--- src/rtl/chan_err_pkg.sv ---
// Shared types and constants for the channel error injector.
// The LFSR polynomial is fixed here so that the design and any reference model agree on one value.
package chan_err_pkg;

    typedef enum logic [1:0] {
        MODE_OFF      = 2'd0,
        MODE_WINDOW   = 2'd1,
        MODE_PERIODIC = 2'd2,
        MODE_RANDOM   = 2'd3
    } chan_mode_e;

    localparam logic [15:0] LFSR_POLY      = 16'hB400;
    localparam logic [15:0] LFSR_SEED_DFLT = 16'hACE1;

    // Number of set bits in a mask of up to 32 bits.
    function automatic logic [31:0] popcount(input logic [31:0] v);
        logic [31:0] cnt;
        cnt = 32'd0;
        for (int i = 0; i < 32; i++) begin
            cnt = cnt + {31'd0, v[i]};
        end
        return cnt;
    endfunction

endpackage

--- src/rtl/chan_lfsr.sv ---
// 16-bit right-shifting Galois LFSR with advance enable and synchronous reseed.
// A zero seed is replaced by the default so the lock-up state can never be loaded.
module chan_lfsr
    import chan_err_pkg::*;
#(
    parameter logic [15:0] SEED = 16'hACE1
) (
    input  logic        clk,
    input  logic        rst,
    input  logic        adv,
    input  logic        reseed,
    output logic [15:0] state
);

    localparam logic [15:0] SEED_EFF = (SEED == 16'h0000) ? LFSR_SEED_DFLT : SEED;

    logic [15:0] lfsr_r;
    logic [15:0] lfsr_nx_s;

    // Next state: reseed wins over advance, otherwise hold.
    always_comb begin
        lfsr_nx_s = lfsr_r;
        if (reseed) begin
            lfsr_nx_s = SEED_EFF;
        end else if (adv) begin
            lfsr_nx_s = (lfsr_r >> 1) ^ (lfsr_r[0] ? LFSR_POLY : 16'h0000);
        end else begin
            lfsr_nx_s = lfsr_r;
        end
    end

    // State register.
    always_ff @(posedge clk) begin
        if (rst) begin
            lfsr_r <= SEED_EFF;
        end else begin
            lfsr_r <= lfsr_nx_s;
        end
    end

    assign state = lfsr_r;

endmodule

--- src/rtl/chan_err_inj.sv ---
// Channel error injector: corrupts encoder symbols by window, periodic burst or LFSR
// and forwards corrupted and clean symbols with an error flag and saturating BER counters.
module chan_err_inj
    import chan_err_pkg::*;
#(
    parameter int          W     = 2,
    parameter int          CNT_W = 32,
    parameter logic [15:0] SEED  = 16'hACE1
) (
    input  logic             clk,
    input  logic             rst,
    input  logic             valid_i,
    input  logic [W-1:0]     sym_i,
    input  logic [1:0]       mode_i,
    input  logic [CNT_W-1:0] cfg_start_i,
    input  logic [CNT_W-1:0] cfg_len_i,
    input  logic [CNT_W-1:0] cfg_period_i,
    input  logic [15:0]      cfg_thresh_i,
    input  logic [W-1:0]     cfg_mask_i,
    input  logic             clear_i,
    output logic             valid_o,
    output logic [W-1:0]     sym_o,
    output logic [W-1:0]     golden_o,
    output logic             err_o,
    output logic [CNT_W-1:0] sym_ct_o,
    output logic [CNT_W-1:0] bit_err_ct_o
);

    localparam logic [CNT_W-1:0] ONE = CNT_W'(1);

    chan_mode_e       mode_s;
    logic             hit_s;
    logic [15:0]      lfsr_s;
    logic [CNT_W-1:0] idx_r;
    logic [CNT_W-1:0] phase_r;
    logic [CNT_W-1:0] idx_nx_s;
    logic [CNT_W-1:0] phase_nx_s;
    logic [CNT_W:0]   bit_sum_s;
    logic [CNT_W-1:0] bit_nx_s;
    logic [31:0]      pop_s;

    assign mode_s = chan_mode_e'(mode_i);
    assign pop_s  = popcount(32'(cfg_mask_i));

    chan_lfsr #(.SEED(SEED)) u_lfsr (
        .clk    (clk),
        .rst    (rst),
        .adv    (valid_i),
        .reseed (clear_i),
        .state  (lfsr_s)
    );

    // Hit decision from the pre-increment index, phase and LFSR state.
    always_comb begin
        hit_s = 1'b0;
        case (mode_s)
            MODE_OFF:      hit_s = 1'b0;
            MODE_WINDOW:   hit_s = (idx_r >= cfg_start_i) && ((idx_r - cfg_start_i) < cfg_len_i);
            MODE_PERIODIC: hit_s = (cfg_period_i != '0) && (phase_r < cfg_len_i);
            MODE_RANDOM:   hit_s = (lfsr_s < cfg_thresh_i);
            default:       hit_s = 1'b0;
        endcase
    end

    // Saturating index/counter increments and phase wrap (>= also recovers from a shrunk period).
    always_comb begin
        idx_nx_s   = idx_r;
        phase_nx_s = phase_r;
        bit_sum_s  = {1'b0, bit_err_ct_o} + (CNT_W+1)'(pop_s);
        if (idx_r == '1) begin
            idx_nx_s = idx_r;
        end else begin
            idx_nx_s = idx_r + ONE;
        end
        if ((cfg_period_i == '0) || (phase_r >= cfg_period_i - ONE)) begin
            phase_nx_s = '0;
        end else begin
            phase_nx_s = phase_r + ONE;
        end
        if (bit_sum_s[CNT_W]) begin
            bit_nx_s = '1;
        end else begin
            bit_nx_s = bit_sum_s[CNT_W-1:0];
        end
    end

    // Output pipeline register and statistics state.
    always_ff @(posedge clk) begin
        if (rst) begin
            valid_o      <= 1'b0;
            sym_o        <= '0;
            golden_o     <= '0;
            err_o        <= 1'b0;
            idx_r        <= '0;
            phase_r      <= '0;
            bit_err_ct_o <= '0;
        end else begin
            valid_o <= valid_i;
            if (clear_i) begin
                idx_r        <= '0;
                phase_r      <= '0;
                bit_err_ct_o <= '0;
                err_o        <= 1'b0;
                if (valid_i) begin
                    sym_o    <= sym_i;
                    golden_o <= sym_i;
                end
            end else if (valid_i) begin
                golden_o <= sym_i;
                sym_o    <= sym_i ^ (hit_s ? cfg_mask_i : {W{1'b0}});
                err_o    <= hit_s && (cfg_mask_i != '0);
                idx_r    <= idx_nx_s;
                phase_r  <= phase_nx_s;
                if (hit_s) begin
                    bit_err_ct_o <= bit_nx_s;
                end
            end else begin
                err_o <= 1'b0;
            end
        end
    end

    assign sym_ct_o = idx_r;

endmodule

--- config.mk ---
export PLATFORM = sky130hd
export DESIGN_NAME = chan_err_inj
export DESIGN_NICKNAME = d
export VERILOG_FILES = /design/src/rtl/chan_err_pkg.sv /design/src/rtl/chan_lfsr.sv /design/src/rtl/chan_err_inj.sv
export SDC_FILE = /design/constraint.sdc
export NUM_CORES = 1
export LEC_CHECK = 0
export BUFFER_PORTS_ARGS = -buffer_cell sky130_fd_sc_hd__buf_2
export CAP_MARGIN = 20
export CORE_AREA = 2 2 136 138
export CTS_CLUSTER_DIAMETER = 80
export DETAILED_ROUTE_END_ITERATION = 7
export DIE_AREA = 0 0 138 140
export GPL_TIMING_DRIVEN = 0
export PLACE_DENSITY = 0.78
export SYNTH_ARGS = -nofsm -noshare
export SYNTH_HDL_FRONTEND = slang
export SYNTH_SLANG_ARGS = --single-unit
--- constraint.sdc ---
create_clock -name clk -period 6.28 [get_ports clk]
set_clock_uncertainty 0.1 [all_clocks]
set_input_delay 0.314 -clock clk [delete_from_list [all_inputs] [get_ports clk]]
set_output_delay 0.314 -clock clk [all_outputs]
set_load 0.03 [all_outputs]
==> results_dict.tcl <==
set metrics [dict create \
    run_status "complete, no violations" \
    clockBufferDepth 2 \
    yosys.area.top_type "sky130_fd_sc_hd__dfxtp_1" \
    yosysSeqAreaShare 0.2364 \
    overflow 0 \
    num_io_pins 192 \
    critical_path.max_stage_delay_ns 0.45 \
    timing.slew.headroom 0.4360 \
    pre_cts_ws_ns 0.2241 \
    drtIter0Drc 540 \
    power_leakage_nw 5.835 \
    hold_path_depth 2 \
    setup_total_negative_slack_ns 0 \
    dr.pass1.iters 5 \
    max_cap_viol_count 0 \
    seq_area_um2 2362 \
    syn-instance-count 1251 \
    die_h_um 140 \
    place.port_buffers 191 \
    ys_seq_elements 118 \
    start_util 0.5621 \
    critical_path.max_fanout 10 \
    avgViaCountPerCell 5.686 \
    multi_input_comb_area_um2 7029 \
    wl_per_cell_um 15.64 \
    startpoint_type "flip-flop" \
    worst_setup_path_end_kind "flip-flop" \
    critical-path-top-delay-family "compound AO/OA/AOI/OAI gates" \
    grt_first_pass_wirelength_mm 43.13 \
    cts_root_buffer "sky130_fd_sc_hd__clkbuf_16" \
    syn_to_final_growth_pct 19.08 \
    core_area_um2 17780 \
    hp-start "cfg_mask_i[1]" \
    timing.hold.worst_endpoint "sym_o[1]" \
    cts_made_buffers 17 \
    synthesis.yosys.warnings 0 \
    critical_path.reg2reg.endpoint "bit_err_ct_o[9]" \
    drc 0 \
    gp_routability_congestion 0.9446 \
    reg2regPathDepth 26 \
    synth.top_cell.area_share 0.2364 \
    report.final.hold_viol_count 0 \
    die_width_um 138 \
    grt_start_max_net_pins 17 \
    netlist-cell-type-count 68 \
    number_of_fillers_in_the_final_layout 1503 \
    min_period_over_period 0.9333 \
    min-delay-path-class "input port to flip-flop" \
    clkTransAtPathRegs_ns 0.06 \
    grt_antenna_before_repair 0 \
    period_minus_slack_ns 5.861 \
    post_synthesis_area_per_instance_um2 7.988 \
    design.die.area_um2 19320 \
    rr_startpoint "sym_ct_o[0]" \
    insertion_delay_ns 0.43 \
    cts_tree "done" \
    vdd_drop_max_uv 170.0 \
    insertedDiodeCount 0 \
    synth.cells.most_frequent "145 x sky130_fd_sc_hd__ha_1, 129 x sky130_fd_sc_hd__nor2_1, 118 x sky130_fd_sc_hd__dfxtp_1" \
    number_of_synthesized_flops_with_an_enable_pin 0 \
    path_class "flip-flop to flip-flop" \
    critical_path.n_buffers_inverters 3 \
    h_tree_levels 4 \
    synth-async-reset-ratio 0 \
    postRouteAntennaNets 0 \
    dr_total_vias 9694 \
    worst-endpoint-arrival_ns 6.05 \
    drive_above_1_share 0.1748 \
    top_cells_by_area_synth "sky130_fd_sc_hd__dfxtp_1 24%, sky130_fd_sc_hd__ha_1 18%, sky130_fd_sc_hd__xnor2_1 5.6%" \
    number_of_clock_sinks_seen_by_cts 118 \
    timing.critical_path.slowest_stage_cell "sky130_fd_sc_hd__o21ai_0" \
    first_global_vias 9335 \
    std_cell_rows 49 \
    dp.final_hpwl_mm 21.08 \
    setup_viol_count_final 0 \
    power_per_cell_area_nw_per_um2 175.6 \
    library_cell_with_the_highest_instance_count_after_synthesis "sky130_fd_sc_hd__ha_1" \
    required_time_reported_for_the_critical_path_endpoint_ns 6.46 \
    fmaxAchievable_mhz 170.6 \
    syn_nets 1520 \
    synth-main-ff-cell "sky130_fd_sc_hd__dfxtp_1" \
    post_synth_instance_area_um2 9993 \
    gr-usage-all-layers 0.2685 \
    final_nets 1732 \
    tightest_slew_ns 0.8460 \
    postLayoutSetupSlackWorst_ns 0.4190 \
    grt_setup_unrepaired "false" \
    finalMaxSlewViolations 0 \
    wirelength_mm 26.67 \
    setup.reg_to_reg.worst_slack_ns 0.42 \
]
-- through the flow --
step	total power [W]	utilization	instance area (um^2)	hold WS, ns	instances
floorplan	0.0009460	-	9993	0.2807	1251
global placement	0.001038	0.6319	11240	0.3688	1671
detailed placement	0.001047	0.6319	11240	0.3729	1671
CTS	0.002097	0.6690	11890	0.01081	1705
global route	0.002158	0.6693	11900	0.02836	1705
finish	0.002090	0.6693	11900	0.01377	1705
-- sequential cells by signal, indices dropped and copies added, names as in the netlist --
| register | cells |
|---|---|
| bit_err_ct_o | 32 |
| err_o | 1 |
| golden_o | 2 |
| phase_r | 32 |
| sym_ct_o | 32 |
| sym_o | 2 |
| u_lfsr.state | 16 |
| valid_o | 1 |
-- layout by cell type (no fill, tap or decap), types with 36 or more instances in the layout --
cell and count:
sky130_fd_sc_hd__buf_2 194, sky130_fd_sc_hd__ha_1 145, sky130_fd_sc_hd__nor2_1 129, sky130_fd_sc_hd__dfxtp_1 118, sky130_fd_sc_hd__inv_1 113, sky130_fd_sc_hd__nand2_1 84, sky130_fd_sc_hd__a21oi_1 69, sky130_fd_sc_hd__xnor2_1 64
sky130_fd_sc_hd__xor2_1 60, sky130_fd_sc_hd__nand4_1 50, sky130_fd_sc_hd__o21ai_0 42, sky130_fd_sc_hd__a21o_1 41, sky130_fd_sc_hd__nand3_1 36, sky130_fd_sc_hd__and3_1 36
-- per-layer routing --
layer	share of wire	vias to the layer above	global-route usage
met5	0	-	0
met4	0.033	0	0.1139
met3	0.069	59	0.05402
met2	0.48	331	0.4794
met1	0.42	4421	0.3137
li1	-	4883	-
-- logic make-up after synthesis --
family / share of synthesized area
multiplexers: 0.01402
buffers and inverters: 0.06085
flip-flops: 0.2364
XOR/XNOR: 0.1087
adder cells (fa/ha/maj): 0.1856
AND/OR/NAND/NOR: 0.2265
AO/OA/AOI/OAI: 0.1680
-- report_power, final --
group / internal [W] / switching (W) / leakage (nW) / total [W]
Sequential: 0.000755 / 0.00000534 / 0.953 / 0.000761
Combinational: 0.000116 / 0.000158 / 4.58 / 0.000274
Clock: 0.000677 / 0.000378 / 0.299 / 0.00105
Total: 0.00155 / 0.000542 / 5.83 / 0.00209
-- how the worst max path moves through the flow --
stage | start | endpoint | slack [ns] | cells after the start
finish | sym_ct_o[0] | bit_err_ct_o[9] | 0.42 | 26
global placement | sym_ct_o[0] | bit_err_ct_o[11] | 0.32 | 24
global route | sym_ct_o[2] | bit_err_ct_o[9] | 0.002 | 24
CTS | sym_ct_o[0] | bit_err_ct_o[9] | 0.20 | 24
floorplan | sym_ct_o[0] | bit_err_ct_o[16] | 1.44 | 25
detailed placement | sym_ct_o[0] | bit_err_ct_o[9] | 0.22 | 24
-- layout make-up --
cell class / instances / area share
tap: 229 / 0.02408
multi-input combinational: 983 / 0.5907
inverter: 114 / 0.03596
clock buffer: 18 / 0.03690
timing repair buffer: 193 / 0.08201
buffer: 36 / 0.01514
clock inverter: 14 / 0.01672
sequential: 118 / 0.1985
-- timing repair --
action | 4_1_cts | 5_1_grt
resized for setup | 0 | 2
hold endpoints to repair | 2 | 0
setup endpoints to repair | 0 | 32
buffers inserted | 0 | 0
hold buffers | 2 | 0
-- worst reg2reg max path, delay by kind of cell (launching register included) --
| kind | cells | cell delay (ns) |
|---|---|---|
| DFF | 1 | 0.42 |
| xor gates and xnor gates | 1 | 0.14 |
| AOI/OAI and AO/OA | 11 | 2.35 |
| buffers and inverters | 3 | 0.42 |
| and+or+nand+nor | 8 | 1.39 |
| adders and majority gates | 3 | 0.92 |
Power figures use the tool's default switching activity.
